<file path="src/rtl/stream_mux_rr.sv">
// N-channel streaming multiplexer: round-robin or fixed-select arbitration, packet-atomic
// grants, and a single registered output stage with one beat per cycle of throughput.
module stream_mux_rr #(
  parameter int unsigned WIDTH = 8,
  parameter int unsigned NCH   = 4,
  parameter int unsigned SELW  = 2,
  parameter int unsigned MODE  = 0
) (
  input  logic                 clk,
  input  logic                 rst,
  input  logic [NCH*WIDTH-1:0] in_data,
  input  logic [NCH-1:0]       in_valid,
  input  logic [NCH-1:0]       in_last,
  output logic [NCH-1:0]       in_ready,
  input  logic [SELW-1:0]      sel,
  output logic [WIDTH-1:0]     out_data,
  output logic [SELW-1:0]      out_ch,
  output logic                 out_last,
  output logic                 out_valid,
  input  logic                 out_ready
);

  logic [WIDTH-1:0] chan_data [NCH];

  for (genvar i = 0; i < NCH; i++) begin : g_chan
    assign chan_data[i] = in_data[i*WIDTH +: WIDTH];
  end

  logic [SELW-1:0]  ptr_q, ptr_d;
  logic             lock_q, lock_d;
  logic [SELW-1:0]  lock_ch_q, lock_ch_d;
  logic [WIDTH-1:0] out_data_q, out_data_d;
  logic [SELW-1:0]  out_ch_q, out_ch_d;
  logic             out_last_q, out_last_d;
  logic             out_valid_q, out_valid_d;

  logic             load;
  logic             xfer;
  logic [SELW-1:0]  grant;
  logic             grant_valid;
  logic [SELW-1:0]  idx;

  // Output register is free when empty or being drained this cycle.
  assign load = !out_valid_q || out_ready;

  always_comb begin
    grant       = '0;
    grant_valid = 1'b0;
    idx         = '0;
    if (lock_q) begin
      grant       = lock_ch_q;
      grant_valid = in_valid[lock_ch_q];
    end else if (MODE == 0) begin
      for (int unsigned k = 0; k < NCH; k++) begin
        idx = SELW'((32'(ptr_q) + k) % NCH);
        if (!grant_valid && in_valid[idx]) begin
          grant       = idx;
          grant_valid = 1'b1;
        end
      end
    end else begin
      if (32'(sel) < NCH) begin
        grant       = sel;
        grant_valid = in_valid[sel];
      end
    end
  end

  assign xfer = !rst && load && grant_valid;

  always_comb begin
    in_ready = '0;
    if (xfer) begin
      in_ready[grant] = 1'b1;
    end
  end

  always_comb begin
    ptr_d       = ptr_q;
    lock_d      = lock_q;
    lock_ch_d   = lock_ch_q;
    out_data_d  = out_data_q;
    out_ch_d    = out_ch_q;
    out_last_d  = out_last_q;
    out_valid_d = out_valid_q;
    if (load) begin
      out_valid_d = 1'b0;
      if (xfer) begin
        out_data_d  = chan_data[grant];
        out_ch_d    = grant;
        out_last_d  = in_last[grant];
        out_valid_d = 1'b1;
        if (in_last[grant]) begin
          lock_d = 1'b0;
          ptr_d  = (grant == SELW'(NCH - 1)) ? '0 : grant + 1'b1;
        end else begin
          lock_d    = 1'b1;
          lock_ch_d = grant;
        end
      end
    end
  end

  always_ff @(posedge clk or posedge rst) begin
    if (rst) begin
      ptr_q       <= '0;
      lock_q      <= 1'b0;
      lock_ch_q   <= '0;
      out_data_q  <= '0;
      out_ch_q    <= '0;
      out_last_q  <= 1'b0;
      out_valid_q <= 1'b0;
    end else begin
      ptr_q       <= ptr_d;
      lock_q      <= lock_d;
      lock_ch_q   <= lock_ch_d;
      out_data_q  <= out_data_d;
      out_ch_q    <= out_ch_d;
      out_last_q  <= out_last_d;
      out_valid_q <= out_valid_d;
    end
  end

  assign out_data  = out_data_q;
  assign out_ch    = out_ch_q;
  assign out_last  = out_last_q;
  assign out_valid = out_valid_q;

endmodule
</file>
<file path="config.mk">
export PLATFORM = sky130hd
export DESIGN_NAME = stream_mux_rr
export DESIGN_NICKNAME = d
export VERILOG_FILES = /design/src/rtl/stream_mux_rr.sv
export SDC_FILE = /design/constraint.sdc
export NUM_CORES = 1
export LEC_CHECK = 0
export ABC_AREA = 1
export CORE_UTILIZATION = 48
export DETAILED_ROUTE_END_ITERATION = 12
export HOLD_SLACK_MARGIN = 0.08
export PLACE_DENSITY = 0.85
export SLEW_MARGIN = 0
export SYNTH_ARGS = -nofsm -noshare
export SYNTH_HDL_FRONTEND = slang
export SYNTH_SLANG_ARGS = --single-unit
</file>
<file path="constraint.sdc">
create_clock -name clk -period 7 [get_ports clk]
set_input_delay 2.1 -clock clk [delete_from_list [all_inputs] [get_ports clk]]
set_output_delay 2.1 -clock clk [all_outputs]
set_load 0.01 [all_outputs]
</file>
== Yosys cells after proc, flatten, opt, wreduce, memory -nomap -nowiden ==
Index checks and enable logic that the tools add are counted.

* Word-level logic and storage cells: 71
* Output and inout bits: 16
* Input port bits: 45
* Bits in registers: 17

* Mux-type cells: 34
* Eq/ne operators: 1
* Bitwise gates (word level): 2
* Add/sub/neg operators: 4
* Reduce and logical (&&, ||, !) cells: 15
* Magnitude comparators: 8

{| class="wikitable"
|+ Operators by type and width
! operator !! count
|-
| $lt 2x3->1 const B || 6
|-
| $mux 1 || 17
|-
| $bmux 8 s2 || 1
|-
| $mux 8 || 2
|-
| $bmux 1 s2 || 6
|-
| $mux 2 || 6
|-
| $logic_and 1x1->1 || 6
|-
| $reduce_and 3->1 || 2
|-
| $logic_not 1->1 || 5
|-
| $add 2x1->2 const B || 2
|-
| $add 2x2->2 const B || 2
|-
| $mux 4 || 1
|-
| $ge 3x3->1 const B || 1
|-
| $not 2->3 || 1
|-
| $demux 1 s2 || 1
|-
| $eq 2x2->1 const B || 1
|-
| $ge 2x1->1 const B || 1
|-
| $reduce_and 2->1 || 1
|-
| $logic_or 1x1->1 || 1
|-
| $not 1->1 || 1
|}

== Longest topological paths before layout ==
* Depth in word-level cells: 21
* Gate-level depth with buffers: 18
* Depth with buffers taken out: 17

== Least setup slack after synthesis ==
Ideal clock, no wire load.

* Path type: input to output
* From: input in_valid[2]
* To: output in_ready[0]
* Cell stages on the path: 15
* Arrival: 3.406 ns
* Path slack: 1.494 ns
* Required time: 4.900 ns
* Path buffers: 1
* Cells stage by stage: inv_1 -> nand2_1 -> nand3_1 -> nand2_1 -> nor2_2 -> nand3_1 -> nand2_1 -> inv_1 -> nand2_1 -> nand2_2 -> inv_1 -> buf_4 -> ha_1 -> inv_1 -> nor2_1

* Longest elaborated chain between the ends: 21
* Elaborated cells on any way between the ends: 36
* Those cells by class: order compare: 2; mux: 26; reduce/logical: 8

{| class="wikitable"
|+ RTL lines
! element !! RTL line !! source
|-
| from (decl) || 12 || <nowiki>input logic [NCH-1:0] in_valid,</nowiki>
|-
| $bmux 1 s2 || 56 || <nowiki>if (!grant_valid && in_valid[idx]) begin</nowiki>
|-
| $mux 1 (implied by the code) || 56 ||
|-
| $mux 1 || 56 ||
|-
| $mux 1 || 50 || <nowiki>if (lock_q) begin</nowiki>
|-
| $logic_not 1->1 || 56 ||
|-
| $logic_and 1x1->1 || 56 ||
|-
| $mux 1 || 56 ||
|-
| $mux 1 || 50 ||
|-
| (+5 left out) || -- ||
|-
| $logic_and 1x1->1 || 56 ||
|-
| $mux 2 || 56 ||
|-
| $mux 2 || 50 ||
|-
| $lt 2x3->1 (implied by the code) / $ge 2x1->1 (equally long branches) || 74 || <nowiki>in_ready[grant] = 1'b1;</nowiki>
|-
| $logic_and 1x1->1 (implied by the code) || 74 ||
|-
| $mux 1 (implied by the code) || 74 ||
|-
| $demux 1 s2 || 74 ||
|-
| $mux 4 (*) || 73 || <nowiki>if (xfer) begin</nowiki>
|-
| to (decl) || 14 || <nowiki>output logic [NCH-1:0] in_ready,</nowiki>
|}

Every way passes the cells marked *; elsewhere a longest branch is shown, timed or not. The select of a mux whose other input is x is not followed.

== Worst setup path in the final report ==
* From: input in_valid[2]
* To: output in_ready[3]

Same word-level chain as after synthesis.

==> flow_summary.ini <==
[synthesis]
synth_seq_cells = 17
synthesis.instances = 266
ys_types = 22
synth-seq-area-share_pct = 26.4
muxShareOfSynthArea_pct = 0
synth_simple_gate_area_share_pct = 56.8
synth_compound_area_share_pct = 2.33
synth_xor_xnor_area_share_pct = 0
yosysWarningCount = 0
syn_area_um2 = 1610
synth_fa_ha_area_share_pct = 3.10
synth_area_per_cell_um2 = 6.06
syn_nets = 315
synth_top_family_by_area = simple AND/OR/NAND/NOR gates

[clock_network]
cts.path.max_buffers = 2
cts_resized = 0
insertion_delay_ns = 0.29
postCtsSetupRepairBufs = 0
clk_pin_slew_ns = 0.09
tritoncts = done
htree_levels = 1
clock-sinks = 17
root_buffer = clkbuf_4
holdBufCountCts = 0
cts_buffers = 3

[layout]
syn_to_final_growth_pct = 38.0
drive_above_1_share_pct = 13.9
fin_nets = 374
fin_util_pct = 71.2
antenna_cells = 0

[grt]
grt-ovfl-total = 0
grt_pass1_vias = 1499
grt_max_degree = 26
grt_pass1_wl_um = 6110
antenna_found_initial = 0
grt_usage_pct = 22.1

[detailed_routing]
first_pass_iters = 4
wirelength_um = 3690
ant_nets = 0
vias = 1700
routedWlPerCell_um = 10.0
drcViolationCount = 0
via_per_inst = 4.62
first_iter_violations = 141

[worst_setup_path]
cp_max_fo = 25
worstSetupStartpointType = primary input
worstSetupPathType = primary input to primary output
required_ns = 4.90
cpPeakStageDelay_ns = 0.57
path_cells = clkdlybuf4s50_1, inv_1, nand2_1, nand3_1, nand2_1, inv_2, nand3_2, nor2_4, nor2_4, nand2_8, inv_8, ha_1, inv_1, nor2_1, clkdlybuf4s50_1
cp_data_arrival_time_ns = 4.51
ff2ff_path_depth = 14
slowest_stage = clkdlybuf4s50_1
critPathCaptureType = primary output

[pwr]
clkPwrFrac_pct = 5.2
switching_share_pct = 53.7
power_density_nw_per_um2 = 452
comb_power_share_pct = 76.3
leakagePower_nw = 1.21
p_int_uw = 466
power_switching_uw = 540
ir_drop_uv = 176
seqPwrFrac_pct = 18.5

[floorplan]
num_rows = 20
die_area_um2 = 3600
start_util_pct = 51.6
core-area_um2 = 3130
die_x_um = 60.0
boundaryPins = 61
die_height_um = 60.0

[placed_design]
dp_hpwl_um = 2840
gp_congestion = 0.843
port_buffers = 58

[timing]
tightest_slew_ns = 0.620
fin_crit_sh_pct = 94.5
setup_viol = 0
fin_crit_ns = 6.61
final.setup.tns_ns = 0
max_freq_mhz = 151
rsz0062_at_grt = false
skew_ns = 0.00288
hold_viol_final = 0
finalMaxSlewViolations = 0
timing.hold.ws_ns = 0.488
relSlewSlack_pct = 58.6

[hold_path]
min_path_cells = 2
min_path_type = register to register

[run_status]
status = complete, no violations

[job]
maxCapViolCount = 0
-- cell type report --
class,count,area (um2)
Tap cell,44,55.1
Inverter,26,105
Fill cell,301,902
Multi-Input combinational cell,215,1000
Clock buffer,4,26.3
Timing Repair Buffer,62,611
Sequential cell,17,425
-- layer usage --
| metal | part of all wire [%] | vias to the layer above | GRT usage [%] |
|---|---|---|---|
| li1 | - | 918 | - |
| met1 | 42 | 730 | 26.3 |
| met2 | 51 | 48 | 39.5 |
| met3 | 5.9 | 4 | 5.19 |
| met4 | 1.0 | 0 | 5.65 |
| met5 | 0 | - | 0 |
-- registers in the layout, indices dropped and copies added, names as in the netlist --
| name | flops |
|---|---|
| ptr_q | 2 |
| lock_ch_q | 2 |
| out_last | 1 |
| out_ch | 2 |
| out_data | 8 |
| lock_q | 1 |
| out_valid | 1 |
-- Yosys cell counts --
| cell type | instances | area share, % |
|---|---|---|
| nand2_1 | 149 | 35 |
| nand2_2 | 22 | 8.5 |
| inv_1 | 19 | 4.4 |
| nand3_1 | 18 | 5.6 |
| dfrtp_1 | 17 | 26 |
| inv_2 | 6 | 1.4 |
| nor2_1 | 6 | 1.4 |
| ha_1 | 4 | 3.1 |
| nand3_2 | 4 | 2.5 |
| buf_6 | 3 | 2.1 |
| a21oi_1 | 2 | 0.62 |
| buf_2 | 2 | 0.62 |
| buf_4 | 2 | 0.93 |
| nor2_4 | 2 | 1.4 |
| o21ai_0 | 2 | 0.62 |
| o21ai_1 | 2 | 0.62 |
| buf_12 | 1 | 1.2 |
| inv_8 | 1 | 0.70 |
| nand2_8 | 1 | 1.2 |
| nand3_4 | 1 | 1.1 |
| nor2_2 | 1 | 0.39 |
| o211ai_1 | 1 | 0.47 |
-- logic make-up (layout without fill, tap and decap cells) --
group	after synthesis	count (layout)
fa+ha+maj	4	4
buf+inv	34	92
compound gates	7	7
simple gates	204	204
flops	17	17
-- final timing paths --
kind | slack, ns | start | to
max in group asynchronous | 4.37 | rst | out_data[5]$_DFFE_PP0P_
setup / recovery | 0.39 | in_valid[2] | in_ready[3]
min in group asynchronous | 2.23 | rst | out_valid$_DFFE_PP0N_
hold reg to reg | 0.49 | out_last$_DFFE_PP0P_ | out_last$_DFFE_PP0P_
hold / removal | 0.49 | out_last$_DFFE_PP0P_ | out_last$_DFFE_PP0P_
setup reg to reg | 4.50 | ptr_q[0]$_DFFE_PP0P_ | ptr_q[0]$_DFFE_PP0P_
-- stage by stage --
step / instance area, um2 / cells / setup slack [ns] / power [mW]
finish: 2230 / 368 / 0.386 / 1.01
global route: 2230 / 368 / 0.180 / 1.12
CTS: 2230 / 368 / 0.372 / 1.02
detailed placement: 2200 / 364 / 0.427 / 0.959
global placement: 2200 / 364 / 0.449 / 0.944
floorplan: 1610 / 266 / 1.49 / 0.787
-- critical path: cells and delay by family --
family / cells / cell delay [ns]
buffers and inverters: 6 / 1.31
and+or+nand+nor: 8 / 0.95
adders and majority gates: 1 / 0.14
-- power groups by stage --
stage                     Sequential (mW)  Combinational, mW  Clock, mW
after CTS                           0.186              0.780     0.0527
final                               0.186              0.768     0.0520
after global placement              0.185              0.758          0
after detailed placement            0.187              0.772          0
after global routing                0.192              0.874     0.0563
after floorplan                     0.188              0.599          0
-- cell usage in the layout, fill, tap and decap left out, drive strengths merged --
| master | instances |
|---|---|
| nand2 | 172 |
| clkdlybuf4s50 | 58 |
| inv | 26 |
| nand3 | 23 |
| dfrtp | 17 |
| nor2 | 9 |
| ha | 4 |
| buf | 4 |
| clkbuf | 4 |
| o21ai | 4 |
| a21oi | 2 |
| o211ai | 1 |
Power figures use the tool's default switching activity.
